--- src/rtl/fx_ctrl_pkg.sv ---
// Shared definitions for the effect-parameter scheduler: per-setting FSM states,
// default setting width and counter sizing helper.
package fx_ctrl_pkg;

    typedef enum logic [1:0] {KS_IDLE, KS_DEBOUNCE, KS_RAMP} knob_state_t;

    localparam int SET_WIDTH_DEF = 4;

    // Bits needed to count 0..n-1, never less than one.
    function automatic int cnt_w(input int n);
        return (n > 1) ? $clog2(n) : 1;
    endfunction

endpackage

--- src/rtl/param_ramp_ctrl.sv ---
// One setting: two-flop synchroniser, packet-strobe debounce and one-LSB-per-step
// ramp of the applied value toward the debounced switch setting.
module param_ramp_ctrl
    import fx_ctrl_pkg::*;
#(
    parameter int               WIDTH         = SET_WIDTH_DEF,
    parameter int               DEBOUNCE_PKTS = 64,
    parameter int               STEP_PKTS     = 441,
    parameter logic [WIDTH-1:0] RESET_VAL     = '0
) (
    input  logic             clk,
    input  logic             rst_n,
    input  logic             strobe,
    input  logic [WIDTH-1:0] raw,
    output logic [WIDTH-1:0] value,
    output logic             busy,
    output logic             step
);

    localparam int DW = cnt_w(DEBOUNCE_PKTS);
    localparam int SW = cnt_w(STEP_PKTS);
    localparam logic [DW-1:0] D_LAST = DW'(DEBOUNCE_PKTS - 1);
    localparam logic [SW-1:0] S_LAST = SW'(STEP_PKTS - 1);

    // Unsigned one-LSB move toward the target; never overshoots or wraps.
    function automatic logic [WIDTH-1:0] step_toward(input logic [WIDTH-1:0] c,
                                                     input logic [WIDTH-1:0] t);
        if (t > c) return c + WIDTH'(1);
        if (t < c) return c - WIDTH'(1);
        return c;
    endfunction

    logic [WIDTH-1:0] sync_p0, sync_p1;
    logic [WIDTH-1:0] cur, tgt, cand, nxt;
    logic [DW-1:0]    dcnt;
    logic [SW-1:0]    scnt;
    knob_state_t      state;

    assign nxt   = step_toward(cur, tgt);
    assign value = cur;
    assign busy  = (state != KS_IDLE);
    assign step  = (state == KS_RAMP) && (sync_p1 == tgt) && strobe && (scnt == S_LAST);

    always_ff @(posedge clk) begin
        if (!rst_n) begin
            sync_p0 <= RESET_VAL;
            sync_p1 <= RESET_VAL;
            state   <= KS_IDLE;
            cur     <= RESET_VAL;
            tgt     <= RESET_VAL;
            cand    <= RESET_VAL;
            dcnt    <= '0;
            scnt    <= '0;
        end else begin
            // sync_p0 -> sync_p1 boundary; everything below decides on sync_p1 only
            sync_p0 <= raw;
            sync_p1 <= sync_p0;
            case (state)
                KS_IDLE: begin
                    if (sync_p1 != cur) begin
                        state <= KS_DEBOUNCE;
                        cand  <= sync_p1;
                        dcnt  <= '0;
                    end
                end
                KS_DEBOUNCE: begin
                    if (sync_p1 != cand) begin
                        cand <= sync_p1;
                        dcnt <= '0;
                    end else if (strobe) begin
                        if (dcnt == D_LAST) begin
                            if (cand == cur) begin
                                state <= KS_IDLE;
                            end else begin
                                state <= KS_RAMP;
                                tgt   <= cand;
                                scnt  <= S_LAST;
                            end
                        end else begin
                            dcnt <= dcnt + DW'(1);
                        end
                    end
                end
                KS_RAMP: begin
                    // A moved switch pauses the ramp and re-qualifies the new value.
                    if (sync_p1 != tgt) begin
                        state <= KS_DEBOUNCE;
                        cand  <= sync_p1;
                        dcnt  <= '0;
                    end else if (strobe) begin
                        if (scnt == S_LAST) begin
                            cur  <= nxt;
                            scnt <= '0;
                            if (nxt == tgt) state <= KS_IDLE;
                        end else begin
                            scnt <= scnt + SW'(1);
                        end
                    end
                end
                default: state <= KS_IDLE;
            endcase
        end
    end

endmodule

--- src/rtl/fx_param_scheduler.sv ---
// Applies debounced, click-free ramped LFO frequency and depth-scale settings
// to the DSP block, stepping only on received audio packets.
module fx_param_scheduler
    import fx_ctrl_pkg::*;
#(
    parameter int SET_WIDTH     = SET_WIDTH_DEF,
    parameter int DEBOUNCE_PKTS = 64,
    parameter int STEP_PKTS     = 441,
    parameter int FREQ_RESET    = 0,
    parameter int SCALE_RESET   = 0
) (
    input  logic                 clkI2S,
    input  logic                 rst_n,
    input  logic                 pktI2SRxChanged_i,
    input  logic [SET_WIDTH-1:0] freqSetting_i,
    input  logic [SET_WIDTH-1:0] scaleFactor_i,
    output logic [SET_WIDTH-1:0] freqSetting_o,
    output logic [SET_WIDTH-1:0] scaleFactor_o,
    output logic                 settingsBusy_o,
    output logic                 paramUpdate_o
);

    logic freq_busy, scale_busy, freq_step, scale_step;

    param_ramp_ctrl #(
        .WIDTH        (SET_WIDTH),
        .DEBOUNCE_PKTS(DEBOUNCE_PKTS),
        .STEP_PKTS    (STEP_PKTS),
        .RESET_VAL    (SET_WIDTH'(FREQ_RESET))
    ) u_freq (
        .clk   (clkI2S),
        .rst_n (rst_n),
        .strobe(pktI2SRxChanged_i),
        .raw   (freqSetting_i),
        .value (freqSetting_o),
        .busy  (freq_busy),
        .step  (freq_step)
    );

    param_ramp_ctrl #(
        .WIDTH        (SET_WIDTH),
        .DEBOUNCE_PKTS(DEBOUNCE_PKTS),
        .STEP_PKTS    (STEP_PKTS),
        .RESET_VAL    (SET_WIDTH'(SCALE_RESET))
    ) u_scale (
        .clk   (clkI2S),
        .rst_n (rst_n),
        .strobe(pktI2SRxChanged_i),
        .raw   (scaleFactor_i),
        .value (scaleFactor_o),
        .busy  (scale_busy),
        .step  (scale_step)
    );

    // Both knobs stepping on one strobe still yield a single update pulse.
    always_ff @(posedge clkI2S) begin
        if (!rst_n) begin
            settingsBusy_o <= 1'b0;
            paramUpdate_o  <= 1'b0;
        end else begin
            settingsBusy_o <= freq_busy | scale_busy;
            paramUpdate_o  <= freq_step | scale_step;
        end
    end

endmodule

--- config.mk ---
export PLATFORM = sky130hd
export DESIGN_NAME = fx_param_scheduler
export DESIGN_NICKNAME = d
export VERILOG_FILES = /design/src/rtl/fx_ctrl_pkg.sv /design/src/rtl/param_ramp_ctrl.sv /design/src/rtl/fx_param_scheduler.sv
export SDC_FILE = /design/constraint.sdc
export NUM_CORES = 1
export LEC_CHECK = 0
export BUFFER_PORTS_ARGS = -buffer_cell sky130_fd_sc_hd__buf_2
export CAP_MARGIN = 0
export CORE_MARGIN = 2
export CORE_UTILIZATION = 60
export CTS_CLUSTER_DIAMETER = 60
export CTS_CLUSTER_SIZE = 24
export DETAILED_ROUTE_END_ITERATION = 7
export HOLD_SLACK_MARGIN = 0.02
export PLACE_DENSITY = 0.85
export SLEW_MARGIN = 20
export SYNTH_ARGS = -nofsm -noshare
export SYNTH_HDL_FRONTEND = slang
export SYNTH_SLANG_ARGS = --single-unit
--- constraint.sdc ---
create_clock -name clkI2S -period 2.52 [get_ports clkI2S]
set_input_delay 0 -clock clkI2S [delete_from_list [all_inputs] [get_ports clkI2S]]
set_output_delay 0 -clock clkI2S [all_outputs]
set_load 0.02 [all_outputs]
==> results of run 1 <==
==> synth_stat cells (3+ instances only) <==
cell,n
sky130_fd_sc_hd__buf_2,11
sky130_fd_sc_hd__or4_1,3
sky130_fd_sc_hd__nand4_1,8
sky130_fd_sc_hd__a211oi_1,4
sky130_fd_sc_hd__a21oi_1,35
sky130_fd_sc_hd__nand3_1,20
sky130_fd_sc_hd__mux2i_1,16
sky130_fd_sc_hd__and2_1,18
sky130_fd_sc_hd__nand2_1,41
sky130_fd_sc_hd__dfxtp_1,76
sky130_fd_sc_hd__xor2_2,4
sky130_fd_sc_hd__xnor2_1,18
sky130_fd_sc_hd__o22ai_1,7
sky130_fd_sc_hd__and3_1,11
sky130_fd_sc_hd__nand2b_1,5
sky130_fd_sc_hd__or3_1,10
sky130_fd_sc_hd__xor2_1,28
sky130_fd_sc_hd__nand3b_1,3
sky130_fd_sc_hd__a41oi_1,5
sky130_fd_sc_hd__nor3_1,5
sky130_fd_sc_hd__nor2b_1,3
sky130_fd_sc_hd__o211ai_1,4
sky130_fd_sc_hd__clkbuf_1,10
sky130_fd_sc_hd__inv_1,21
sky130_fd_sc_hd__o221a_2,4
sky130_fd_sc_hd__a31oi_1,7
sky130_fd_sc_hd__ha_1,18
sky130_fd_sc_hd__nor2_1,49
sky130_fd_sc_hd__o21ai_0,16
==> layer usage <==
metal,part of all wire [%],vias up,GRT usage (%)
li1,-,1905,-
met1,45,1817,32.8
met2,48,136,42.3
met3,5.5,16,3.67
met4,1.7,0,11.0
met5,0,-,0
==> cell families (layout without fill, tap and decap cells) <==
kind of cell	count (synthesis)	after routing	share of synthesized area (%)
AND/OR/NAND/NOR	197	197	24.3
AO/OA/AOI/OAI	112	112	17.6
flip-flops	76	76	34.0
XOR/XNOR	50	50	10.5
buffers and inverters	45	77	4.42
adder cells (fa/ha/maj)	18	18	5.04
multiplexers	18	18	4.17
==> where the power goes <==
part	total, mW	switching [mW]	internal, mW
logic	0.423	0.248	0.175
clock network	1.05	0.462	0.584
registers	1.29	0.0476	1.24
==> flip-flops by register name (all words and copies together) (netlist names), 4 cells and up <==
signal,flops
u_scale.scnt,9
u_freq.scnt,9
u_scale.value,4
u_freq.value,4
u_scale.dcnt,6
u_scale.tgt,4
u_freq.tgt,4
u_freq.dcnt,6
u_scale.sync_p1,4
u_freq.sync_p1,4
u_scale.cand,4
u_freq.sync_p0,4
u_scale.sync_p0,4
u_freq.cand,4
==> final timing paths <==
kind / from / endpoint / slack [ps] / cells past startpoint
max reg2reg: u_scale.value[3] / u_scale.state[1] / 190 / 8
max: u_scale.value[3] / u_scale.state[1] / 190 / 8
min: rst_n / u_scale.cand[1] / 80 / 4
min reg2reg: u_freq.sync_p0[1] / u_freq.sync_p1[1] / 440 / 1
==> worst register-to-register path: cells and delay by family (launching register included) <==
family | cells | cell delay [ps]
and+or+nand+nor | 3 | 850
DFF | 1 | 490
adders and majority gates | 1 | 400
AOI/OAI and AO/OA | 3 | 390
buffers and inverters | 1 | 90
==> cells in the final DEF (no fill, tap or decap), types with 11 or more instances in the layout <==
master and count:
sky130_fd_sc_hd__mux2i_1 16, sky130_fd_sc_hd__a21oi_1 35, sky130_fd_sc_hd__o21ai_0 16, sky130_fd_sc_hd__dfxtp_1 76, sky130_fd_sc_hd__xor2_1 28, sky130_fd_sc_hd__inv_1 21
sky130_fd_sc_hd__nand2_1 41, sky130_fd_sc_hd__nand3_1 20, sky130_fd_sc_hd__xnor2_1 18, sky130_fd_sc_hd__and2_1 18, sky130_fd_sc_hd__ha_1 18, sky130_fd_sc_hd__and3_1 11
sky130_fd_sc_hd__nor2_1 49, sky130_fd_sc_hd__buf_2 20, sky130_fd_sc_hd__buf_4 11
==> timing repair <==
| action | 4_1_cts | 5_1_grt |
|---|---|---|
| endpoints found under the setup margin | 0 | 2 |
| setup buffers | 0 | 0 |
| hold endpoints to repair | 8 | 0 |
| hold buffers | 8 | 0 |
| gates resized for setup | 0 | 1 |
==> per-stage QoR <==
step                      std cells  area [um2]  power (mW)
after floorplan                 516        4470        1.63
after global placement          623        4660        1.71
after detailed placement        623        4660        1.72
after CTS                       647        4970        2.77
after global routing            647        4970        2.87
final                           647        4970        2.76
==> area by class of cell <==
| class | count | area [um2] |
|---|---|---|
| Tap cell | 99 | 124 |
| Multi-Input combinational cell | 395 | 2750 |
| Inverter | 22 | 82.6 |
| Sequential cell | 76 | 1520 |
| Fill cell | 552 | 2280 |
| Clock buffer | 10 | 138 |
| Timing Repair Buffer | 39 | 263 |
| Clock inverter | 6 | 87.6 |
==> summary.md, run 1 <==
The worst path uses 92.4% of the clock period. The post-route netlist has 13.5% of its cells at a drive strength greater than 1. Setup repair after global routing left no endpoint under its margin. The tools report the area of the die as 0.00816 mm2.

The horizontal die dimension came out at 90.3 um. STA classifies the critical path endpoint as a flip-flop. Clock-pin slew was measured on the worst setup and hold paths at 80 ps. In this run, synthesis inferred 0 flip-flops with an integrated enable.

For the worst voltage drop across the vdd grid, the log shows 0.000428 V. The total vias in the final route was 3874; the wire length per cell after detailed routing was 15.4 um. The tools report the number of nets produced by synthesis as 545.

The buffering stage count on the worst path with inverters included is 1, and the tightest hold margin is 76.3 ps. The first-pass GRT wire length was 17100 um. Synthesis produced 516 cells.

Setup slack on the critical path of the routed design comes to 191 ps. The run gives 0 ps as the total negative slack. The largest stage delay on the critical path is 490 ps, and the max-cap check violation count is 0. Setup violations remaining at the end of the flow were counted as 0. The wire-length estimate of the detail-placed layout is 7010 um. For the pin with the worst max-slew slack, the measured transition is 694 ps.

Relative to the synthesized area, the layout overhead comes to 11.1%. The number of antenna cells inserted came out at 0. In this run the number of H-tree levels came out at 3. In the routed design, unresolved DRC markers number 0. The largest individual stage delay along the critical path comes from the cell sky130_fd_sc_hd__dfxtp_1. Counting along the longest clock path gives a buffer depth of 2. After floorplanning, the core was divided into 31 placement rows. Combined area of all synthesized cells: 0.00447 mm2.

Measured along the y axis, the die boundary spans 90.3 um. The pre-CTS setup slack came out at 166 ps. The run gives 16.0 ps as the final worst clock skew. The signal on the critical path passes through inv_1 > ha_1 > nand4_1 > and4_1 > o21ai_0 > a21oi_1 > nor4_1 > a31oi_1.

For the count of final max-slew check failures, the log shows 0. The flow ran to the end, and the final reports show no timing, DRC or antenna violations. The number of nets with antenna violations after routing came out at 0. Sorting the synthesized cells by area gives the leading types as sky130_fd_sc_hd__dfxtp_1, sky130_fd_sc_hd__xor2_1, sky130_fd_sc_hd__ha_1. The root buffer cell was sky130_fd_sc_hd__clkbuf_8.

Headroom to the max-slew limit came out at 53.3%. Biggest area consumer among synthesized cells: sky130_fd_sc_hd__dfxtp_1. Counting I/O delays and the setup requirement, the final critical path takes 2330 ps. The number of different library cells used by synthesis comes to 74. The power density normalized to cell area came out at 556 mW/mm2.

The logs give 43 for the maximum number of pins on one net before global-route repair and 0 for the overall overflow remaining after global route. TritonCTS built the clock tree. Synthesis inferred 76 register bits. The cell type group with the largest total delay on the critical path is simple AND/OR/NAND/NOR gates.

The logs give 0.00725 mm2 for the placeable core region and 0 for the number of hold-slack violations in the final timing report. The tools report the static leakage power as 2.05 nW. Buffers inserted during clock tree synthesis total 9. The tightest min-delay check is of the primary input to flip-flop type. Among all flip-flop cells after synthesis, the most frequent one is sky130_fd_sc_hd__dfxtp_1. The critical path is of the flip-flop to flip-flop type.

The via count of the first global-routing pass came out at 3713. STA puts the critical path data required time at 2760 ps. Along the worst path, the maximum fanout reaches 7.

The net count of the finished layout is 572. The mean number of vias per cell is 5.99. For this run, the number of Yosys warnings is 0.

The detailed-router iteration count before antenna repair is 7, and the arrival time of data at the critical path endpoint is 2570 ps. The number of placed I/O pins came out at 21. The number of sinks driven by the clock tree was 76; the core occupancy in the finished layout was 68.5%. STA classifies the critical path startpoint as a flip-flop. In this run, the number of DRC markers left after iteration 0 of detailed routing was 332.

For the worst-skew pair, the clock arrives at the later sink with an insertion delay of 360 ps. The tools report the routability congestion estimate as 0.921. For this configuration, the core starts out at a cell density of 61.7%. For this run, the total global-route usage over all layers was measured as 25.4%. Counting flops with an async set or reset pin after synthesis yields a share of 0%. The tools report the achievable frequency as 429 MHz.

Buffers placed on the I/O ports in this run total 20. Summing the sequential cell areas from Yosys gives 34.0% of the chip area. After synthesis, the largest area contributor takes up 34.0% of total cell area. Synthesized area per cell: 8.67 um2.

For the initial antenna violation count, the log shows 0. The run gives 9970 um as the sum of routed wire length over all layers.
Note: power is estimated with default switching activity, not from simulation.
==> inputs of run 2 (changes only) <==
CORE_MARGIN = 8   (was 2)
SYNTH_HIERARCHICAL = 1   (was default)
==> summary.md, run 2 <==
The flow ran to the end, and the final reports show no timing, DRC or antenna violations. The die covers 0.0106 mm2. After legalization and detailed placement, the total HPWL measured 7530 um. The tightest hold path in the finished design has a slack of 85.7 ps.

Across the run, the number of max-cap violations was 0. Counting every net in the synthesized netlist gives 563. The count of flip-flops with a built-in enable after synthesis works out to 0.

For this block, the initial DRC count from the detailed router was 207. The final layout contains routed wiring with a total length of 10600 um. The sequential share of the synthesized area was 33.7%. TritonCTS built the clock tree. Number of remaining DRC errors: 0.

The largest registers in the layout are u_freq/scnt: 9 flops, u_scale/scnt: 9 flops. The run gives 0 as the initial antenna violation count. By instance count, the leading cell after synthesis is sky130_fd_sc_hd__dfxtp_1. The buffer count from post-CTS setup fixing is 0.

Clock tree synthesis inserted a total of 9 buffers. Leaving out filler cells and counting taps, the final layout contains 664. CTS saw 76 sinks. The horizontal die dimension works out to 103 um.

Before antenna repair, the detailed router went through 5 iterations. Ranked by total cell area, the synthesized netlist is headed by sky130_fd_sc_hd__dfxtp_1, sky130_fd_sc_hd__xor2_1, sky130_fd_sc_hd__ha_1. For the pin with the worst max-slew slack, the measured transition is 1020 ps. The tools report the worst voltage drop across the vdd grid as 0.000452 V.

After detailed routing, the average wire length per cell comes to 15.9 um. The total overflow left after global routing is 0. In this run the static leakage power is 2.23 nW. The via count of the first global-routing pass came out at 3847.

Based on the critical path, the design can be clocked at up to 434 MHz. The met1 routing resource usage after global routing is 25.0%. The run gives 0 as the count of final max-slew check failures. The worst path needs 2300 ps of the cycle, external delays included. The power density normalized to cell area was 506 mW/mm2. In this run the worst path has a maximum fanout of 7. The biggest area consumer among synthesized cells is sky130_fd_sc_hd__dfxtp_1. CTS built an H-tree with a depth of 3. The number of hold-slack violations in the final timing report is 0, and the number of buffers inserted by port buffering is 20. The pre-CTS setup slack is 281 ps. The fraction of registers with async set/reset is 0%, and the number of placed I/O pins is 21.

The clock latency on the worst-skew pair came out at 350 ps. For the number of antenna cells inserted, the log shows 0. By count the netlist is led by sky130_fd_sc_hd__dfxtp_1, sky130_fd_sc_hd__nor2_1, sky130_fd_sc_hd__xor2_1, sky130_fd_sc_hd__inv_1, sky130_fd_sc_hd__nand2_1. For the worst slew margin relative to its limit, the log shows 31.9%. For this run, global-route usage on met3 was measured as 3.31%. Routability-driven placement finished with a final weighted congestion of 0.913.

Data on the critical path arrives at its endpoint at 2580 ps. After synthesis the netlist holds a flip-flop and latch count of 76. For the initial core utilization, the log shows 61.9%. After detailed placement, the design holds a cell count of 641. For the worst setup path, the data required time is 2790 ps. The region available for standard cell placement spans 0.00729 mm2.

In this run, post-CTS repair resized a total of 0 instances. During synthesis, Yosys emitted a total of 6 warnings. From bottom edge to top edge, the die measures 103 um.

Across all layers, the routed design uses 3943 vias. Between clock sinks in the finished design, the worst skew comes to 7.39 ps. The net total in the final layout was 590; the core occupancy in the finished layout was 68.4%.

After clock tree synthesis, the flow added hold-fix buffers numbering 8. The run gives 21.3% as the total routing usage reported by global routing. Summed over its instances, the top area cell type makes up 33.7% of the synthesized netlist area. Compared with the post-synthesis result, the final layout area differs by 10.4%.

Clock-pin slew was measured on the worst setup and hold paths at 80 ps. Setup repair after global routing left no endpoint under its margin. In this run the mean area of a mapped cell was 8.46 um2.

The longest clock path from root to sink contains 2 buffers. The most crowded layer after global routing was met2. In the layout the commonest cells are sky130_fd_sc_hd__dfxtp_1, sky130_fd_sc_hd__nor2_1, sky130_fd_sc_hd__xor2_1. After detailed routing, the number of vias per cell comes to 5.94.

In this run the remaining antenna-violating nets after routing total 0. Global routing consumed, on the met2 layer, 38.1% of the routing resources. Dividing the final minimum period by the clock period gives 91.4%. The first global-routing pass estimated 18100 um of wire. The number of failing setup endpoints in the final timing report was 0; the synthesized instance count was 534. Leaving out fill and tap cells, the most frequent cell in the layout is sky130_fd_sc_hd__dfxtp_1. The mapped netlist covers 0.00452 mm2. The floorplan row count was 31; the fraction of final layout cells with drive strength greater than 1 was 11.5%. The worst setup path is captured at a flip-flop. STA classifies the critical path startpoint as a flip-flop.

For the maximum number of pins on one net before global-route repair, the log shows 25. The path class of the tightest hold or removal check is primary input to flip-flop. Summed over all failing endpoints, the final setup total negative slack is 0 ps. The netlist uses 50 different library cells. Root buffer cell: sky130_fd_sc_hd__clkbuf_8. The post-layout worst setup margin is 216 ps. Category of the most critical setup path: flip-flop to flip-flop.

For this run, the leading register cell type out of synthesis is sky130_fd_sc_hd__dfxtp_1.
run 2: cell count changes after synthesis, sizes merged, moves of 5 or more:
cell,delta
nand4,+6
nand2,-5
a21oi,-5
a21o,+6
xor2,+8
inv,+15
run 2: cell families (layout without fill, tap and decap cells):
kind of cell,after synthesis,in the layout,share of synthesized area (%)
fa+ha+maj,18,18,4.99
xor+xnor,58,58,11.2
buf+inv,56,87,5.43
mux,20,20,4.43
flops,76,76,33.7
compound gates,108,108,16.8
simple gates,198,198,23.4
run 2: area by class of cell:
class / instances / area, um2
flip-flops and latches: 76 / 1520
fillers: 604 / 2310
inverters: 38 / 143
clock inverters: 5 / 85.1
clock buffers: 10 / 138
well taps: 99 / 124
multi-input cells: 402 / 2750
repair buffers: 34 / 225
run 2: worst max-delay path, stage by stage (launching register included):
cell                       delay [ps]
sky130_fd_sc_hd__dfxtp_1          540
sky130_fd_sc_hd__inv_1            110
sky130_fd_sc_hd__ha_1             350
sky130_fd_sc_hd__a21oi_1          390
sky130_fd_sc_hd__nand3b_1         200
sky130_fd_sc_hd__and3_1           210
sky130_fd_sc_hd__o41a_1           350
sky130_fd_sc_hd__o211ai_1          80
run 2: per-layer routing:
layer	up-vias	share of wire [%]
li1	1953	-
met1	1880	44
met2	96	51
met3	14	4.2
met4	0	1.3
met5	-	0
run 2: where the power goes:
part / leakage [nW] / internal [mW] / switching (mW)
logic: 1.50 / 0.0949 / 0.129
registers: 0.617 / 1.23 / 0.0276
clock network: 0.109 / 0.584 / 0.460
total: 2.23 / 1.91 / 0.617
run 2: per-stage QoR:
stage	instance area [um2]	power (mW)
after floorplan	4520	1.43
after global placement	4680	1.49
after detailed placement	4680	1.49
after CTS	4990	2.54
after global routing	4990	2.63
final	4990	2.52
run 2: path summary, 6_finish.rpt:
kind | from | end | slack (ps) | cells past startpoint
min | rst_n | u_scale/scnt[5] | 90 | 2
max reg2reg | u_scale/value[3] | u_scale/state[1] | 220 | 7
min reg2reg | u_scale/sync_p0[1] | u_scale/sync_p1[1] | 440 | 1
max | u_scale/value[3] | u_scale/state[1] | 220 | 7
==> inputs of run 3 (changes only) <==
MAX_ROUTING_LAYER = met4   (was default)
SYNTH_HIERARCHICAL = default   (was 1)
==> summary.md, run 3 (synthesis results as in run 1) <==
The post-route fraction of the period consumed by the critical path is 93.2%, and the violation count after the first detailed-routing iteration is 292. For this block, the routed nets add up to 10500 um of wire. The kind of capture point of the worst setup path was a flip-flop. The largest stage delay on the critical path was 560 ps; the sequential share of power was 46.5%. The flow ran to the end, and the final reports show no timing, DRC or antenna violations. Registers take 0.00152 mm2. The routability congestion estimate was 0.904. The largest registers in the layout are u_freq.scnt: 9 flops, u_scale.scnt: 9 flops. TritonCTS created 9 clock buffers. The run gives 139 ps as the tightest hold margin. Setup total negative slack on the finished layout was measured at 0 ps. VDD sags by at most 0.000481 V. Compared with the post-synthesis result, the final layout area differs by 11.5%. For flop-to-flop paths, the worst setup slack is 170 ps. In the final layout, the share of cells above drive strength 1 is 13.7%.

After detailed routing, the number of vias per cell comes to 6.10. Via count of the first global-routing pass: 3820. The final instance area is 0.00499 mm2. Walking the worst path, the cells encountered are inv_1 > ha_1 > nand4_1 > and4_1 > o21ai_0 > a21oi_1 > nor4_1 > a31oi_1. The first global-routing pass estimated 18100 um of wire.

The tools report the switching power as 765 uW. Setup repair after global routing left no endpoint under its margin. Setup violations remaining at the end of the flow were counted as 0.

After clock tree synthesis, the clock-pin slew on the worst setup and hold paths is 90 ps. Share of power burned in combinational logic: 15.8%. The tools report the number of nets with antenna violations after routing as 0. The tools report the count of final max-slew check failures as 0. Across the routed clock network, the largest skew measured is 16.2 ps. The category of the most critical setup path is flip-flop to flip-flop.

Based on the critical path, the design can be clocked at up to 426 MHz. STA puts the critical path data required time at 2770 ps. Fill cells in the final layout number 572.

The run gives 31 as the floorplan row count. The tools report the startpoint kind of the worst setup timing path as a flip-flop. The library cell used most frequently in the layout, excluding fill and tap cells, is sky130_fd_sc_hd__dfxtp_1. The wire length per cell after detailed routing was 16.3 um; the arrival time of data at the critical path endpoint was 2600 ps. The placed wire-length estimate is 7380 um, and the static leakage power is 2.06 nW. Cell internal power was estimated by the tool at 2.01 mW. After the last flow step, the layout net total stands at 573. Before antenna repair, the detailed router went through 6 iterations.

The worst register-to-register path ends at u_scale.state[1]. In this run the vertical extent of the chip is 102 um. Once placement finished, the instance area stood at 0.00465 mm2. The max-cap check violation count was 0. The class of the worst hold path is primary input to flip-flop. The run gives 3 as the H-tree depth reported by CTS. Entering global routing, the biggest net connects 43 pins.

Root buffer cell: sky130_fd_sc_hd__clkbuf_8. The area of the die was 0.0105 mm2. TritonCTS built the clock tree. The tree built by TritonCTS fans out to 76 sinks. The switching part of the total came out at 27.5%. For the worst flop-to-flop path, the logic depth is 8. For the buffer levels on the longest clock path, the log shows 2. The repair_antennas step left the layout with diodes totalling 0. For the pin with the worst max-slew slack, the measured transition is 710 ps.

The total area inside the core boundary comes to 0.00725 mm2. The worst slew margin relative to its limit was 52.2%. Leaving out fill and tap cells, the most frequent cells in the layout are sky130_fd_sc_hd__dfxtp_1, sky130_fd_sc_hd__nor2_1, sky130_fd_sc_hd__nand2_1. The number of hold-slack violations in the final timing report is 0. After detailed routing, the number of remaining DRC violations is 0.

For this configuration, the core starts out at a cell density of 61.7%. The power density normalized to cell area came out at 557 mW/mm2. The area used by multi-input combinational logic is 0.00276 mm2.

The initial antenna violation count was 0. The worst hold path terminates at u_scale.scnt[5]. Global routing used 22.2% of the available tracks.

The cell count of the worst hold path works out to 3. Final period demand of the worst path: 2350 ps. The tools report the hold path startpoint as pktI2SRxChanged_i. Library cell contributing the largest single delay on the critical path: sky130_fd_sc_hd__dfxtp_1. Cells fill 68.7% of the core in the end. The number of buffers inserted by port buffering came out at 20. The run gives 21 as the number of placed I/O pins.

The die is 102 um wide. Of all nets on the critical path, the largest fanout is 9. The tools report the total vias in the final route as 3951. For the worst-skew pair, the clock arrives at the later sink with an insertion delay of 360 ps. Startpoint of the most critical register-to-register path: u_scale.value[2].

The run gives 37.7% as the share of power burned in the clock network. For the overall overflow remaining after global route, the log shows 0.
==> run 3: cell types whose count changed in the layout (fill, tap and decap cells not counted), moves of 4 or more <==
cell and change:
sky130_fd_sc_hd__o41ai_1 -6, sky130_fd_sc_hd__mux2i_1 -4, sky130_fd_sc_hd__a21oi_1 +5, sky130_fd_sc_hd__nand2_1 +5
sky130_fd_sc_hd__xor2_1 -12, sky130_fd_sc_hd__inv_1 -15, sky130_fd_sc_hd__a21o_1 -6, sky130_fd_sc_hd__buf_4 +5
sky130_fd_sc_hd__nand4_1 -4, sky130_fd_sc_hd__xor2_2 +4, sky130_fd_sc_hd__a211oi_1 +4
==> run 3: worst max path at each step <==
stage	to	start
after floorplan	u_freq.state[1]	u_freq.value[1]
after global placement	u_freq.state[1]	u_freq.value[3]
after detailed placement	u_freq.state[1]	u_freq.value[3]
after CTS	u_freq.state[1]	u_freq.value[3]
after global routing	u_scale.state[1]	u_scale.value[3]
final	u_scale.state[1]	u_scale.value[2]
==> run 3: through the flow <==
step           worst slack (ps)  power (mW)  std cells
2_1_floorplan               139        1.63        516
6_report                    172        2.78        648
5_1_grt                    11.4        2.90        648
4_1_cts                     143        2.78        646
3_3_place_gp                329        1.71        621
3_5_place_dp                148        1.73        621
==> run 3: critical path, delay by kind of cell, from the launching register on <==
kind / cells / cell delay, ps
adder cells (fa/ha/maj): 1 / 340
buffers and inverters: 1 / 90
flip-flops: 1 / 560
AO/OA/AOI/OAI: 3 / 360
AND/OR/NAND/NOR: 3 / 890
==> run 3: cell type report <==
cell class,count,area share (%)
well taps,99,2.48
inverters,22,1.66
clock buffers,10,2.76
clock inverters,6,1.76
flip-flops and latches,76,30.5
multi-input cells,395,55.4
repair buffers,40,5.47
==> run 3: power groups by stage <==
stage	sequential (mW)	clock [mW]	combinational, mW
global route	1.30	1.13	0.480
detailed placement	1.32	0	0.409
finish	1.29	1.05	0.440
global placement	1.32	0	0.395
floorplan	1.31	0	0.319
CTS	1.29	1.07	0.421
==> run 3: repair_timing <==
item | in CTS | in global routing
gates resized for setup | 0 | 2
hold endpoints to repair | 11 | 0
endpoints found under the setup margin | 0 | 3
hold buffers | 9 | 0
setup buffers | 0 | 2
==> run 3: routing by layer <==
metal  routed length, um  global-route usage (%)  share of wire [%]
met4                 294                    11.7                2.8
met1                4620                    26.2                 44
met3                 559                    3.54                5.3
met5                   0                       -                  0
met2                5070                    35.4                 48
